`src/rtl/fifo_stream_reader_pkg.sv`:
```
// Shared definitions for the FIFO stream reader: defaults, beat index sizing and
// the stream beat payload.
package fifo_stream_reader_pkg;

    localparam int unsigned DATA_W        = 32;
    localparam int unsigned BURST_LEN_DEF = 4;
    localparam int unsigned CNT_W_DEF     = 32;

    typedef struct packed {
        logic [DATA_W-1:0] data;
        logic              last;
    } beat_t;

    // Beat index width; a one-beat burst still needs a 1-bit index register.
    function automatic int unsigned idx_w(input int unsigned len);
        return (len > 1) ? $clog2(len) : 1;
    endfunction

endpackage

```
`src/rtl/fifo_stream_reader_skid_buf.sv`:
```
// Two-entry in-order valid/ready buffer; the head entry drives the output and the
// occupancy is exported so the reader can throttle FIFO reads.
module stream_skid_buf #(
    parameter int unsigned W = 32
) (
    input  logic         clk,
    input  logic         rst,
    input  logic         i_in_valid,
    input  logic [W-1:0] i_in_data,
    input  logic         i_out_ready,
    output logic         o_out_valid,
    output logic [W-1:0] o_out_data,
    output logic [1:0]   o_occ
);

    logic [W-1:0] r_head;
    logic [W-1:0] r_tail;
    logic [1:0]   r_occ;
    logic         w_pop;

    assign w_pop = (r_occ != 2'd0) && i_out_ready;

    // Writes land in the first free slot; a pop shifts the tail into the head.
    always_ff @(posedge clk) begin
        if (rst) begin
            r_head <= '0;
            r_tail <= '0;
            r_occ  <= 2'd0;
        end else begin
            case ({i_in_valid, w_pop})
                2'b10: begin
                    if (r_occ == 2'd0) r_head <= i_in_data;
                    else               r_tail <= i_in_data;
                    r_occ <= r_occ + 2'd1;
                end
                2'b01: begin
                    r_head <= r_tail;
                    r_occ  <= r_occ - 2'd1;
                end
                2'b11: begin
                    if (r_occ == 2'd2) begin
                        r_head <= r_tail;
                        r_tail <= i_in_data;
                    end else begin
                        r_head <= i_in_data;
                    end
                end
                default: ;
            endcase
        end
    end

    assign o_out_valid = (r_occ != 2'd0);
    assign o_out_data  = r_head;
    assign o_occ       = r_occ;

endmodule

```
`src/rtl/fifo_stream_reader.sv`:
```
// Read-side master for the synchronous FIFO: issues reads, absorbs the one-cycle
// read latency and presents a valid/ready stream grouped into fixed-length bursts.
module fifo_stream_reader
    import fifo_stream_reader_pkg::*;
#(
    parameter int unsigned WIDTH     = DATA_W,
    parameter int unsigned BURST_LEN = BURST_LEN_DEF,
    parameter int unsigned CNT_W     = CNT_W_DEF
) (
    input  logic             clk,
    input  logic             rst,
    input  logic             enable,
    input  logic             fifo_empty,
    output logic             fifo_rd_en,
    input  logic [WIDTH-1:0] fifo_data,
    output logic             m_valid,
    input  logic             m_ready,
    output logic [WIDTH-1:0] m_data,
    output logic             m_last,
    output logic [CNT_W-1:0] beat_total
);

    localparam int unsigned       IDX_W    = idx_w(BURST_LEN);
    localparam logic [IDX_W-1:0]  LAST_IDX = IDX_W'(BURST_LEN - 1);

    logic             r_inflight;
    logic [IDX_W-1:0] r_idx;
    logic [CNT_W-1:0] r_total;
    logic [1:0]       w_occ;
    logic             w_pop;
    logic [2:0]       w_level;
    logic             w_room;
    logic             w_at_last;

    stream_skid_buf #(.W(WIDTH)) u_skid (
        .clk         (clk),
        .rst         (rst),
        .i_in_valid  (r_inflight),
        .i_in_data   (fifo_data),
        .i_out_ready (m_ready),
        .o_out_valid (m_valid),
        .o_out_data  (m_data),
        .o_occ       (w_occ)
    );

    assign w_pop     = m_valid && m_ready;
    assign w_at_last = (r_idx == LAST_IDX);

    // Issue only if buffered + inflight words, less this cycle's pop, leave a slot.
    assign w_level    = 3'(w_occ) + 3'(r_inflight);
    assign w_room     = w_level < (3'd2 + 3'(w_pop));
    assign fifo_rd_en = enable && !fifo_empty && !rst && w_room;

    assign m_last     = m_valid && w_at_last;
    assign beat_total = r_total;

    always_ff @(posedge clk) begin
        if (rst) begin
            r_inflight <= 1'b0;
            r_idx      <= '0;
            r_total    <= '0;
        end else begin
            r_inflight <= fifo_rd_en;
            if (w_pop) begin
                r_total <= r_total + CNT_W'(1);
                r_idx   <= w_at_last ? '0 : r_idx + IDX_W'(1);
            end
        end
    end

endmodule

```
`config.mk`:
```
export PLATFORM = sky130hd
export DESIGN_NAME = fifo_stream_reader
export DESIGN_NICKNAME = d
export VERILOG_FILES = /design/src/rtl/fifo_stream_reader_pkg.sv /design/src/rtl/fifo_stream_reader_skid_buf.sv /design/src/rtl/fifo_stream_reader.sv
export SDC_FILE = /design/constraint.sdc
export NUM_CORES = 1
export LEC_CHECK = 0
export ABC_CLOCK_PERIOD_IN_PS = 3400
export CORE_MARGIN = 5
export CORE_UTILIZATION = 50
export DETAILED_ROUTE_END_ITERATION = 6
export PLACE_DENSITY = 0.78
export SLEW_MARGIN = 20
export SYNTH_ARGS = -nofsm -noshare
export SYNTH_HDL_FRONTEND = slang
export SYNTH_HIERARCHICAL = 1
export SYNTH_SLANG_ARGS = --single-unit
```
`constraint.sdc`:
```
create_clock -name clk -period 3.4 [get_ports clk]
set_input_delay 0.68 -clock clk [delete_from_list [all_inputs] [get_ports clk]]
set_output_delay 0.68 -clock clk [all_outputs]
set_load 0.02 [all_outputs]
```
Word level (Yosys, flattened, before mapping)
Cells that the tools add are included.
{"block": "word_totals", "wordCells": 43, "regBits": 101, "latch_bits": 0, "rom_bits": 0, "output_inout_bits": 67, "mem_bits_rw": 0, "n_memories": 0, "inputBits": 37}
{"block": "classes", "shift": 0, "n_lt_le_gt_ge": 1, "mux": 8, "mul": 0, "n_reduce_logical": 14, "div_mod_pow": 0, "n_bitwise": 0, "add_sub_neg": 6, "n_eq_ne": 8}
{"op": "$mux W32", "n": 4}
{"op": "$pmux W32 S3", "n": 1}
{"op": "$pmux W32 S2", "n": 1}
{"op": "$add A32 B1 Y32 const B", "n": 1}
{"op": "$eq A2 B2 Y1 const B", "n": 4}
{"op": "$reduce_bool A2 Y1", "n": 3}
{"op": "$logic_and A1 B1 Y1", "n": 5}
{"op": "$add A2 B1 Y2 const B", "n": 2}
{"op": "$ne A2 B1 Y1 const B", "n": 2}
{"op": "$pmux W2 S2", "n": 1}
{"op": "$add A2 B1 Y3", "n": 1}
{"op": "$add A2 B1 Y3 const A", "n": 1}
{"op": "$lt A3 B3 Y1", "n": 1}
{"op": "$reduce_and A3 Y1", "n": 1}
{"op": "$reduce_bool A3 Y1", "n": 1}
{"op": "$eq A2 B1 Y1 const B", "n": 1}
{"op": "$logic_not A1 Y1", "n": 2}
{"op": "$logic_not A2 Y1", "n": 1}
{"op": "$mux W2", "n": 1}
{"op": "$ne A2 B2 Y1 const B", "n": 1}
{"op": "$reduce_and A2 Y1", "n": 1}
{"op": "$sub A2 B1 Y2 const B", "n": 1}

Depth between registers and ports, before layout
Gate-level depths: netlist of run 1.
{"block": "depth", "depth_word": 5, "mapped_depth": 11, "mapped_depth_nobuf": 6}

By module
The synthesis of run 1 kept the hierarchy.
{"mod": "stream_skid_buf", "seq_area_each_um2": 1321.3, "area_each_um2": 3313.2, "n_inst": 1, "cells_each": 365}
{"mod": "fifo_stream_reader", "seq_area_each_um2": 700.7, "area_each_um2": 1642.8, "n_inst": 1, "cells_each": 194}

Least setup slack after synthesis of run 1
OpenSTA, ideal clock, no wires.
{"block": "synth_timing", "path_type": "register -> register", "startpoint": "register u_skid.r_occ[0], in the netlist u_skid/o_occ[0]", "endpoint": "register r_total[31], in the netlist beat_total[31]", "setup_slack_ps": 533, "arrival_time_ps": 2746, "synth_period_minus_slack_ps": 2867, "setup_ps": 121, "stages_incl_launch_ff": 10, "path_buffers": 3, "required_ps": 3279, "cell_sequence": "dfxtp_1 -> buf_6 -> nor2_1 -> inv_1 -> clkbuf_1 -> nand4_4 -> or4_1 -> buf_2 -> nor4_1 -> mux2_2"}
{"block": "synth_between", "elab_chain_cells": 2}
{"item": "from (decl)", "line": "fifo_stream_reader_skid_buf.sv:18", "rtl": "logic [1:0] r_occ;"}
{"item": "from (signal assigned)", "line": "fifo_stream_reader_skid_buf.sv:34", "rtl": "r_occ <= r_occ + 2'd1;"}
{"item": "from (signal assigned)", "line": "fifo_stream_reader_skid_buf.sv:38", "rtl": "r_occ <= r_occ - 2'd1;"}
{"item": "$reduce_bool A2 Y1", "line": "fifo_stream_reader_skid_buf.sv:53", "rtl": "assign o_out_valid = (r_occ != 2'd0);"}
{"item": "via m_valid", "line": "fifo_stream_reader.sv:16", "rtl": "output logic m_valid,"}
{"item": "$logic_and A1 B1 Y1", "line": "fifo_stream_reader.sv:46", "rtl": "assign w_pop = m_valid && m_ready;"}
{"item": "to (signal assigned)", "line": "fifo_stream_reader.sv:65", "rtl": "r_total <= r_total + CNT_W'(1);"}
{"item": "to (decl)", "line": "fifo_stream_reader.sv:28", "rtl": "logic [CNT_W-1:0] r_total;"}
The timed path passes the listed nets, and every way through them passes these cells.
A chain may end at the register's enable or synchronous reset.

Worst setup path after layout of run 1
{"block": "layout_timing", "startpoint": "register u_skid.r_occ[0], in the netlist u_skid/o_occ[0]", "endpoint": "output port fifo_rd_en"}
{"block": "layout_between", "elab_chain_cells": 5, "elab_cells_between_ends": 6, "classes_between": "add/sub (2); order compare (1); reduce/logical (3)"}
{"item": "$reduce_bool A2 Y1", "line": "fifo_stream_reader_skid_buf.sv:53"}
{"item": "$logic_and A1 B1 Y1", "line": "fifo_stream_reader.sv:46"}
{"item": "$add A2 B1 Y3", "line": "fifo_stream_reader.sv:51", "rtl": "assign w_room = w_level < (3'd2 + 3'(w_pop));"}
{"item": "$lt A3 B3 Y1 *", "line": "fifo_stream_reader.sv:51"}
{"item": "$logic_and A1 B1 Y1 *", "line": "fifo_stream_reader.sv:52", "rtl": "assign fifo_rd_en = enable && !fifo_empty && !rst && w_room;"}
{"item": "to (decl)", "line": "fifo_stream_reader.sv:14", "rtl": "output logic fifo_rd_en,"}
Mark *: on every way between the ends. The rest lies on a longest branch, timed or not.

==> flow_summary.yaml, run 1 <==
critical_path:
  cp_max_fo: 10
  regToRegStartpoint: "u_skid/o_occ[0]"
  cp.required_ns: 2.72
  critical_path.reg2reg.endpoint: "beat_total[31]"
  cp.arrival_ns: 2.48
  cp-end-kind: "output pin"
  r2r_setup_slack_ns: 0.67
  start_kind: "flip-flop"
  cp_slowest_cell: "dfxtp_1"
  crit_chain: "nor2_2 -> inv_1 -> nand2_1 -> o21ai_0 -> and4b_1 -> clkdlybuf4s50_1"
  critical_path_class: "reg2out"
  r2r_cells: 6
  critPathMaxStageDelay_ns: 0.61
yosys:
  ys_ff_latch: 101
  synth.cell_area_mm2: 0.004956
  avgSynthCellArea_um2: 8.866
  syn-instance-count: 559
  yosys_warnings: 6
  async_flop_share_pct: 0
  synth-edff-count: 0
  yosysSeqAreaShare_pct: 40.80
  ys.flop_type: "dfxtp_1"
  synthDistinctLibCells: 36
  synth_nets: 603
global_route:
  grt_pass1_vias: 4782
  grt_pass1_wl_um: 23000
  gr-usage-all-layers_pct: 23.51
  antenna_found_initial: 0
  overflow: 0
  grt_max_degree: 70
placed_design:
  place_hpwl_um: 9107
  gp_congestion: 0.8040
  io_buffers: 103
timing:
  finalHoldViolations: 0
  fin_tns_setup_ns: 0
  tightest_slew_ns: 1.003
  setup-violations-final: 0
  period_share_pct: 92.97
  rsz0062_at_grt: "no"
  clock.fmax_ghz: 0.3164
  fin_skew_ns: 0.01255
  slew_violations: 0
  finalCriticalPeriod_ns: 3.161
  slew_headroom_pct: 33.16
pwr:
  p_per_area_mw_per_mm2: 508.7
  p_total_w: 0.003190
  max-vdd-ir-drop_v: 0.0002969
  p_leak_nw: 1.941
clocking:
  cts_resized: 0
  cts_max_level: 3
  numCtsBuffers: 9
  numClockSinks: 101
  clkLatencyLatePin_ns: 0.37
  clk_pin_slew_ns: 0.09
  cts_setup_buffers: 0
  root_buffer: "clkbuf_8"
  cts_tree: "yes"
  postCtsHoldBufs: 0
  cts_max_path_buffers: 2
floorplan:
  die_y_um: 109.6
  die_w_um: 109.6
  ioPinCount: 104
  core_area_mm2: 0.009729
  initial_core_util_pct: 50.94
  dieArea_mm2: 0.01200
  rows: 36
drt:
  drc: 0
  routedWlPerCell_um: 18.11
  dr.pass1.iters: 5
  drt-total-wl_um: 13910
  vias: 4800
  routed_via_density: 6.250
  drt_iter0_markers: 345
  ant_nets: 0
hold_path:
  hold_depth: 2
  hold_end: "r_idx[1]"
  hold_path_class: "reg2reg"
  min_from: "r_idx[1]"
cells_and_area:
  area_growth_syn_to_layout_pct: 26.53
  num-nets-final: 675
  num-fill-cells: 848
  antennaDiodeCount: 0
  drive_above_1_share_pct: 11.97
run:
  cap_violations: 0
status:
  status: "finished clean"
==> area by class of cell <==
| class | count | area, µm² | area share, % |
|---|---|---|---|
| timing repair buffer | 123 | 1191 | 18.99 |
| tap | 133 | 166.4 | 2.654 |
| clock buffer | 10 | 137.6 | 2.195 |
| sequential | 101 | 2022 | 32.24 |
| multi-input combinational | 385 | 2628 | 41.90 |
| inverter | 11 | 41.29 | 0.6584 |
| clock inverter | 5 | 85.08 | 1.357 |
==> cells in the mapped netlist (2+ instances only) <==
master / instances / share of area, %
and4b_1: 2 / 0.40
o31ai_1: 42 / 6.4
nor2b_1: 3 / 0.38
nand2_1: 12 / 0.91
a311oi_1: 2 / 0.35
dfxtp_1: 101 / 41
nor4_1: 3 / 0.38
or4_1: 14 / 2.1
xnor2_1: 10 / 1.8
or3_1: 11 / 1.4
buf_2: 4 / 0.40
buf_6: 6 / 1.4
xor2_1: 2 / 0.35
o21ai_0: 44 / 4.4
a21oi_1: 56 / 5.7
nor2_1: 17 / 1.3
inv_1: 11 / 0.83
and4_1: 2 / 0.35
a311oi_2: 30 / 9.1
and2_1: 2 / 0.25
nand3_1: 43 / 4.3
o211ai_1: 32 / 4.8
ha_1: 7 / 1.8
clkbuf_1: 51 / 3.9
nand4_1: 5 / 0.63
nor3_1: 37 / 3.7
==> stage by stage <==
step / instances / utilization, % / hold WS [ns] / area (µm²) / worst slack (ns)
after global placement: 753 / 62.15 / 0.4472 / 6047 / 0.2437
after CTS: 768 / 64.45 / 0.4677 / 6271 / 0.1932
after global routing: 768 / 64.45 / 0.4872 / 6271 / 0.01778
after detailed placement: 753 / 62.17 / 0.4551 / 6048 / 0.1969
final: 768 / 64.45 / 0.4663 / 6271 / 0.2390
after floorplan: 559 / - / 0.4400 / 4956 / 0.5332
==> report_power, final <==
part	leakage [nW]	switching, W	total, W	internal [W]
logic	1.01	0.000573	0.000973	0.000399
clock network	0.109	0.000418	0.000851	0.000434
registers	0.819	0.0000778	0.00137	0.00129
==> worst max-delay path: cells and delay by family, from the launching register on <==
| kind | cells | cell delay, ns |
|---|---|---|
| AO/OA/AOI/OAI | 1 | 0.23 |
| buffers and inverters | 2 | 0.79 |
| flip-flops | 1 | 0.61 |
| AND/OR/NAND/NOR | 3 | 0.48 |
==> flip-flops by register name, summed over array words and instances (netlist names) <==
register and count:
r_idx 2, u_skid/r_tail 32, beat_total 32, u_skid/o_occ 2, r_inflight 1, u_skid/o_out_data 32
==> worst max path at each step <==
stage	from	endpoint	depth (start not counted)
3_5_place_dp	m_ready	beat_total[31]	6
3_3_place_gp	m_ready	beat_total[31]	6
2_1_floorplan	u_skid/o_occ[0]	beat_total[31]	9
6_report	u_skid/o_occ[0]	fifo_rd_en	6
4_1_cts	u_skid/o_occ[0]	fifo_rd_en	6
5_1_grt	u_skid/o_occ[0]	fifo_rd_en	6
==> layer usage <==
| metal | GRT usage [%] | vias up | part of all wire (%) | routed length, µm |
|---|---|---|---|---|
| met5 | 0 | - | 0 | 0 |
| met2 | 40.32 | 191 | 49 | 6769 |
| li1 | - | 2277 | - | - |
| met1 | 29.89 | 2309 | 43 | 6010 |
| met4 | 7.925 | 0 | 1.5 | 207 |
| met3 | 3.993 | 23 | 6.6 | 922 |
==> cell families after synthesis <==
group | share of synthesized area [%]
adders and majority gates | 1.767
and+or+nand+nor | 17.65
AOI/OAI and AO/OA | 30.90
buffers and inverters | 6.539
xor gates and xnor gates | 2.121
muxes | 0.2272
DFF | 40.80
==> cell usage in the layout (no fill, tap or decap), drive strengths merged, types with 11 or more instances in the layout <==
| cell type | count |
|---|---|
| a21oi | 56 |
| or3 | 11 |
| nor2 | 17 |
| buf | 21 |
| clkdlybuf4s50 | 102 |
| or4 | 14 |
| a311oi | 32 |
| nand3 | 44 |
| inv | 11 |
| o211ai | 32 |
| nor3 | 37 |
| o31ai | 42 |
| dfxtp | 101 |
| nand2 | 12 |
| o21ai | 44 |
Note: power is estimated with default switching activity, not from simulation.
==> inputs of run 2 (changes only) <==
--- a/config.mk
+++ b/config.mk
@@ -5,6 +5,7 @@
 export SDC_FILE = /design/constraint.sdc
 export NUM_CORES = 1
 export LEC_CHECK = 0
+export ABC_AREA = 1
 export ABC_CLOCK_PERIOD_IN_PS = 3400
 export CORE_MARGIN = 5
 export CORE_UTILIZATION = 50
==> run 2 against run 1 <==
Clock skew rose by 0.0028 ns. Clock power rose by 6.9%. Critical path depth did not move. Routed wire length fell by 8.9%. Setup slack improved by 0.32 ns. Flip-flop and latch count did not move. Largest cell class unchanged. Critical path type is now in2out.
==> flow_summary.yaml, run 2 <==
run:
  cap_violations: 0
timing:
  finalHoldViolations: 0
  tightest_slew_ns: 0.7229
  clock.fmax_ghz: 0.3526
  fin_tns_setup_ns: 0
  fin_skew_ns: 0.01531
  setup_ws_ns: 0.5638
  period_share_pct: 83.42
  rsz0062_at_grt: "no"
  slew_violations: 0
  setup-violations-final: 0
  slew_headroom_pct: 51.75
  finalCriticalPeriod_ns: 2.836
placed_design:
  gp_congestion: 0.7984
  placed_area_mm2: 0.006416
  io_buffers: 103
  place_ws_ns: 0.5433
  place_hpwl_um: 8480
  placedCellCount: 1034
floorplan:
  initial_core_util_pct: 51.13
  dieArea_mm2: 0.01266
  rows: 37
  ioPinCount: 104
  die_y_um: 112.5
  core_area_mm2: 0.01028
  die_w_um: 112.5
drt:
  drt-total-wl_um: 12670
  dr.pass1.iters: 4
  drt_iter0_markers: 382
  vias: 5133
  drc: 0
  ant_nets: 0
  routed_via_density: 4.889
  routedWlPerCell_um: 12.07
yosys:
  yosysSeqAreaShare_pct: 38.48
  yosys.area.top_type: "dfxtp_1"
  synth.cell_area_mm2: 0.005255
  synth-edff-count: 0
  synth_nets: 865
  async_flop_share_pct: 0
  synth_common_cells: "197 x nand2_1, 184 x nor2_1, 101 x dfxtp_1"
  ys_ff_latch: 101
  yosys_warnings: 6
  synth_area_leaders: "dfxtp_1 38%, nand2_1 14%, nor2_1 13%, inv_1 7.0%, a21oi_1 5.0%"
  syn-instance-count: 821
  ys.flop_type: "dfxtp_1"
  avgSynthCellArea_um2: 6.401
  yosysTopAreaCellShare_pct: 38.48
  yosysMostFrequentCell: "nand2_1"
  synthDistinctLibCells: 30
global_route:
  antenna_found_initial: 0
  overflow: 0
  grt_pass1_vias: 4786
  gr-usage-all-layers_pct: 20.53
  grt_max_degree: 65
  grt_pass1_wl_um: 22160
clocking:
  cts_setup_buffers: 0
  numCtsBuffers: 9
  cts_tree: "yes"
  clk_pin_slew_ns: 0.08
  postCtsHoldBufs: 0
  cts_max_path_buffers: 2
  clkLatencyLatePin_ns: 0.37
  root_buffer: "clkbuf_8"
  cts_max_level: 3
  cts_resized: 0
  numClockSinks: 101
hold_path:
  min_from: "u_skid/r_tail[2]"
  hold_path_class: "reg2reg"
critical_path:
  cp_slowest_cell: "clkdlybuf4s50_1"
  cp.required_ns: 2.72
  regToRegStartpoint: "u_skid/o_occ[0]"
  cp.arrival_ns: 2.16
  critPathBufInv: 3
  start_kind: "primary input"
  crit_chain: "clkdlybuf4s50_1 -> nand2_2 -> o21ai_0 -> nand3_1 -> inv_1 -> clkdlybuf4s50_1"
  cp_top_family: "buffers and inverters"
  cp-startpoint: "m_ready"
  cp-end-kind: "output pin"
  cpMostUsedCell: "clkdlybuf4s50_1"
  critPathMaxStageDelay_ns: 0.59
  cp_max_fo: 2
  critical_path_class: "in2out"
cells_and_area:
  layout_common_cells: "197 x nand2_1, 184 x nor2_1, 103 x clkdlybuf4s50_1"
  area_growth_syn_to_layout_pct: 26.64
  num-nets-final: 953
  final_common_cell: "nand2_1"
  fin_area_mm2: 0.006655
  antennaDiodeCount: 0
  drive_above_1_share_pct: 5.799
  stdcell_count: 1050
pwr:
  p_per_area_mw_per_mm2: 426.0
  max-vdd-ir-drop_v: 0.0002799
  p_leak_nw: 2.779
status:
  status: "finished clean"
[run 2: final cells by class]
type	instances	area, µm²
Inverter	99	372.9
Tap cell	136	170.2
Clock buffer	11	131.4
Timing Repair Buffer	116	1154
Fill cell	997	3622
Multi-Input combinational cell	582	2698
Sequential cell	101	2022
Clock inverter	5	107.6
[run 2: cells by family (layout without fill, tap and decap cells)]
| kind of cell | count (synthesis) | in the layout | share of synthesized area, % |
|---|---|---|---|
| and+or+nand+nor | 503 | 503 | 42.17 |
| buffers and inverters | 138 | 231 | 10.43 |
| DFF | 101 | 101 | 38.48 |
| AOI/OAI and AO/OA | 70 | 70 | 6.929 |
| adders and majority gates | 7 | 7 | 1.667 |
| xor gates and xnor gates | 2 | 2 | 0.3334 |
[run 2: power by group]
part           internal [W]  leakage, nW  switching [W]
Sequential          0.00126        0.820      0.0000413
Combinational      0.000280         1.84       0.000344
Clock              0.000494        0.118       0.000416
Total               0.00203         2.78       0.000801
[run 2: worst paths after layout]
path / depth (start not counted) / slack (ns) / to
max: 6 / 0.56 / fifo_rd_en
max reg2reg: 11 / 1.22 / u_skid/r_tail[23]
min: 2 / 0.49 / u_skid/r_tail[2]
min reg2reg: 2 / 0.49 / u_skid/r_tail[2]
[run 2: tightest hold or removal path, delay by kind of cell, from the launching register on]
| kind | cells | cell delay [ns] |
|---|---|---|
| DFF | 1 | 0.31 |
| and+or+nand+nor | 2 | 0.14 |
[run 2: metal layers]
metal	GRT usage (%)	part of all wire [%]
met5	0	0
met4	6.410	1.4
met3	3.504	5.6
met2	34.64	46
met1	26.80	47
[run 2: stage by stage]
stage	utilization, %	hold slack, ns	total power [W]
after floorplan	-	0.4550	0.001704
after global placement	62.43	0.4612	0.001945
after detailed placement	62.43	0.4704	0.001951
after CTS	64.76	0.4890	0.002858
after global routing	64.76	0.5089	0.002984
final	64.76	0.4873	0.002835
==> inputs of run 3 (changes only) <==
--- a/config.mk
+++ b/config.mk
@@ -6,7 +6,7 @@
 export NUM_CORES = 1
 export LEC_CHECK = 0
 export ABC_AREA = 1
-export ABC_CLOCK_PERIOD_IN_PS = 3400
+export ABC_CLOCK_PERIOD_IN_PS = 2900
 export CORE_MARGIN = 5
 export CORE_UTILIZATION = 50
 export DETAILED_ROUTE_END_ITERATION = 6
==> constraint.sdc (replaced) <==
create_clock -name clk -period 2.9 [get_ports clk]
set_input_delay 0.58 -clock clk [delete_from_list [all_inputs] [get_ports clk]]
set_output_delay 0.58 -clock clk [all_outputs]
set_load 0.02 [all_outputs]
==> run 3 against run 2 <==
Clock skew down 0.00052 ns. Critical path type unchanged. Die area unchanged. Critical endpoint unchanged. Largest power group unchanged. Highest routed layer unchanged. Largest cell class unchanged. Combinational power up 18%. Clock power up 6.4%.
==> flow_summary.yaml, run 3 (synthesized netlist as in run 2, its figures left out) <==
floorplan:
  die_w_um: 112.5
  dieArea_mm2: 0.01266
  rows: 37
  ioPinCount: 104
  initial_core_util_pct: 51.13
  die_y_um: 112.5
  core_area_mm2: 0.01028
clocking:
  cts_tree: "yes"
  numCtsBuffers: 9
  root_buffer: "clkbuf_8"
  cts_max_level: 3
  cts_max_path_buffers: 2
  clkLatencyLatePin_ns: 0.36
  cts_setup_buffers: 0
  cts_resized: 0
  clk_pin_slew_ns: 0.09
  postCtsHoldBufs: 0
  numClockSinks: 101
cells_and_area:
  final_common_cell: "nand2_1"
  drive_above_1_share_pct: 6.018
  num-nets-final: 953
  num-fill-cells: 965
  layout_common_cells: "197 x nand2_1, 184 x nor2_1, 103 x clkdlybuf4s50_1"
  antennaDiodeCount: 0
  fin_area_mm2: 0.006646
  area_growth_syn_to_layout_pct: 26.48
status:
  status: "finished clean"
placed_design:
  place_hpwl_um: 8528
  placed_area_mm2: 0.006429
  place_ws_ns: 0.2320
  io_buffers: 103
  gp_congestion: 0.8160
pwr:
  p_leak_nw: 2.776
  p_per_area_mw_per_mm2: 486.1
  max-vdd-ir-drop_v: 0.0003298
run:
  cap_violations: 0
drt:
  routedWlPerCell_um: 12.25
  dr.pass1.iters: 5
  ant_nets: 0
  drc: 0
  vias: 5111
  routed_via_density: 4.868
  drt-total-wl_um: 12860
  drt_iter0_markers: 316
timing:
  setup-violations-final: 0
  slew_violations: 0
  finalCriticalPeriod_ns: 2.646
  setup_ws_ns: 0.2537
  fin_skew_ns: 0.01478
  fin_tns_setup_ns: 0
  clock.fmax_ghz: 0.3779
  period_share_pct: 91.25
  fin_worst_hold_slack_ns: 0.4883
  rsz0062_at_grt: "no"
  slew_headroom_pct: 61.99
  tightest_slew_ns: 0.5696
  finalHoldViolations: 0
critical_path:
  start_kind: "primary input"
  cp-end-kind: "output pin"
  cp_top_family: "buffers and inverters"
  critical_path_class: "in2out"
  cpMostUsedCell: "clkdlybuf4s50_1"
  crit_chain: "clkdlybuf4s50_1 -> nand2_2 -> o21ai_0 -> nand3_1 -> inv_1 -> clkdlybuf4s50_1"
  cp_slowest_cell: "clkdlybuf4s50_1"
  cp.required_ns: 2.32
  critPathMaxStageDelay_ns: 0.59
  cp.arrival_ns: 2.07
  critPathBufInv: 3
  r2r_setup_slack_ns: 0.83
  cp_max_fo: 2
global_route:
  grt_max_degree: 67
  grt_pass1_wl_um: 21940
  antenna_found_initial: 0
  overflow: 0
  gr-usage-all-layers_pct: 20.32
  grt_pass1_vias: 4612
hold_path:
  hold_path_class: "reg2reg"
==> run 3: layer usage <==
layer	global-route usage (%)	vias to the layer above	wire, µm
met3	4.313	11	764
met5	0	-	0
met2	33.17	131	5915
li1	-	2709	-
met4	4.567	0	105
met1	27.69	2260	6077
==> run 3: worst register-to-register path, delay by kind of cell, from the launching register on <==
family	cells	cell delay [ns]
AO/OA/AOI/OAI	1	0.14
adder cells (fa/ha/maj)	1	0.18
buffers and inverters	3	0.67
flip-flops	1	0.35
AND/OR/NAND/NOR	6	0.63
==> run 3: cell type report <==
type                       count  area [µm²]  share of cell area [%]
sequential                   101        2022                   30.42
timing repair buffer         116        1166                   17.55
multi-input combinational    582        2698                   40.59
clock buffer                  11       151.4                   2.278
inverter                      99       372.9                   5.610
clock inverter                 5       66.31                  0.9977
tap                          136       170.2                   2.560
==> run 3: path summary, 6_finish.rpt <==
path,depth (start not counted),start,to
max,6,m_ready,fifo_rd_en
min,2,u_skid/r_tail[22],u_skid/r_tail[22]
max reg2reg,11,u_skid/o_occ[0],u_skid/r_tail[29]
min reg2reg,2,u_skid/r_tail[22],u_skid/r_tail[22]
==> run 3: power by group <==
part           leakage (nW)  switching (W)  internal [W]
sequential            0.820      0.0000490       0.00148
clock                 0.108       0.000510      0.000458
combinational          1.85       0.000405      0.000331
==> run 3: metrics by stage <==
stage / instances / power, W / utilization [%]
floorplan: 821 / 0.001998 / -
global placement: 1034 / 0.002287 / 62.55
detailed placement: 1034 / 0.002294 / 62.55
CTS: 1050 / 0.003259 / 64.67
global route: 1050 / 0.003410 / 64.67
finish: 1050 / 0.003230 / 64.67
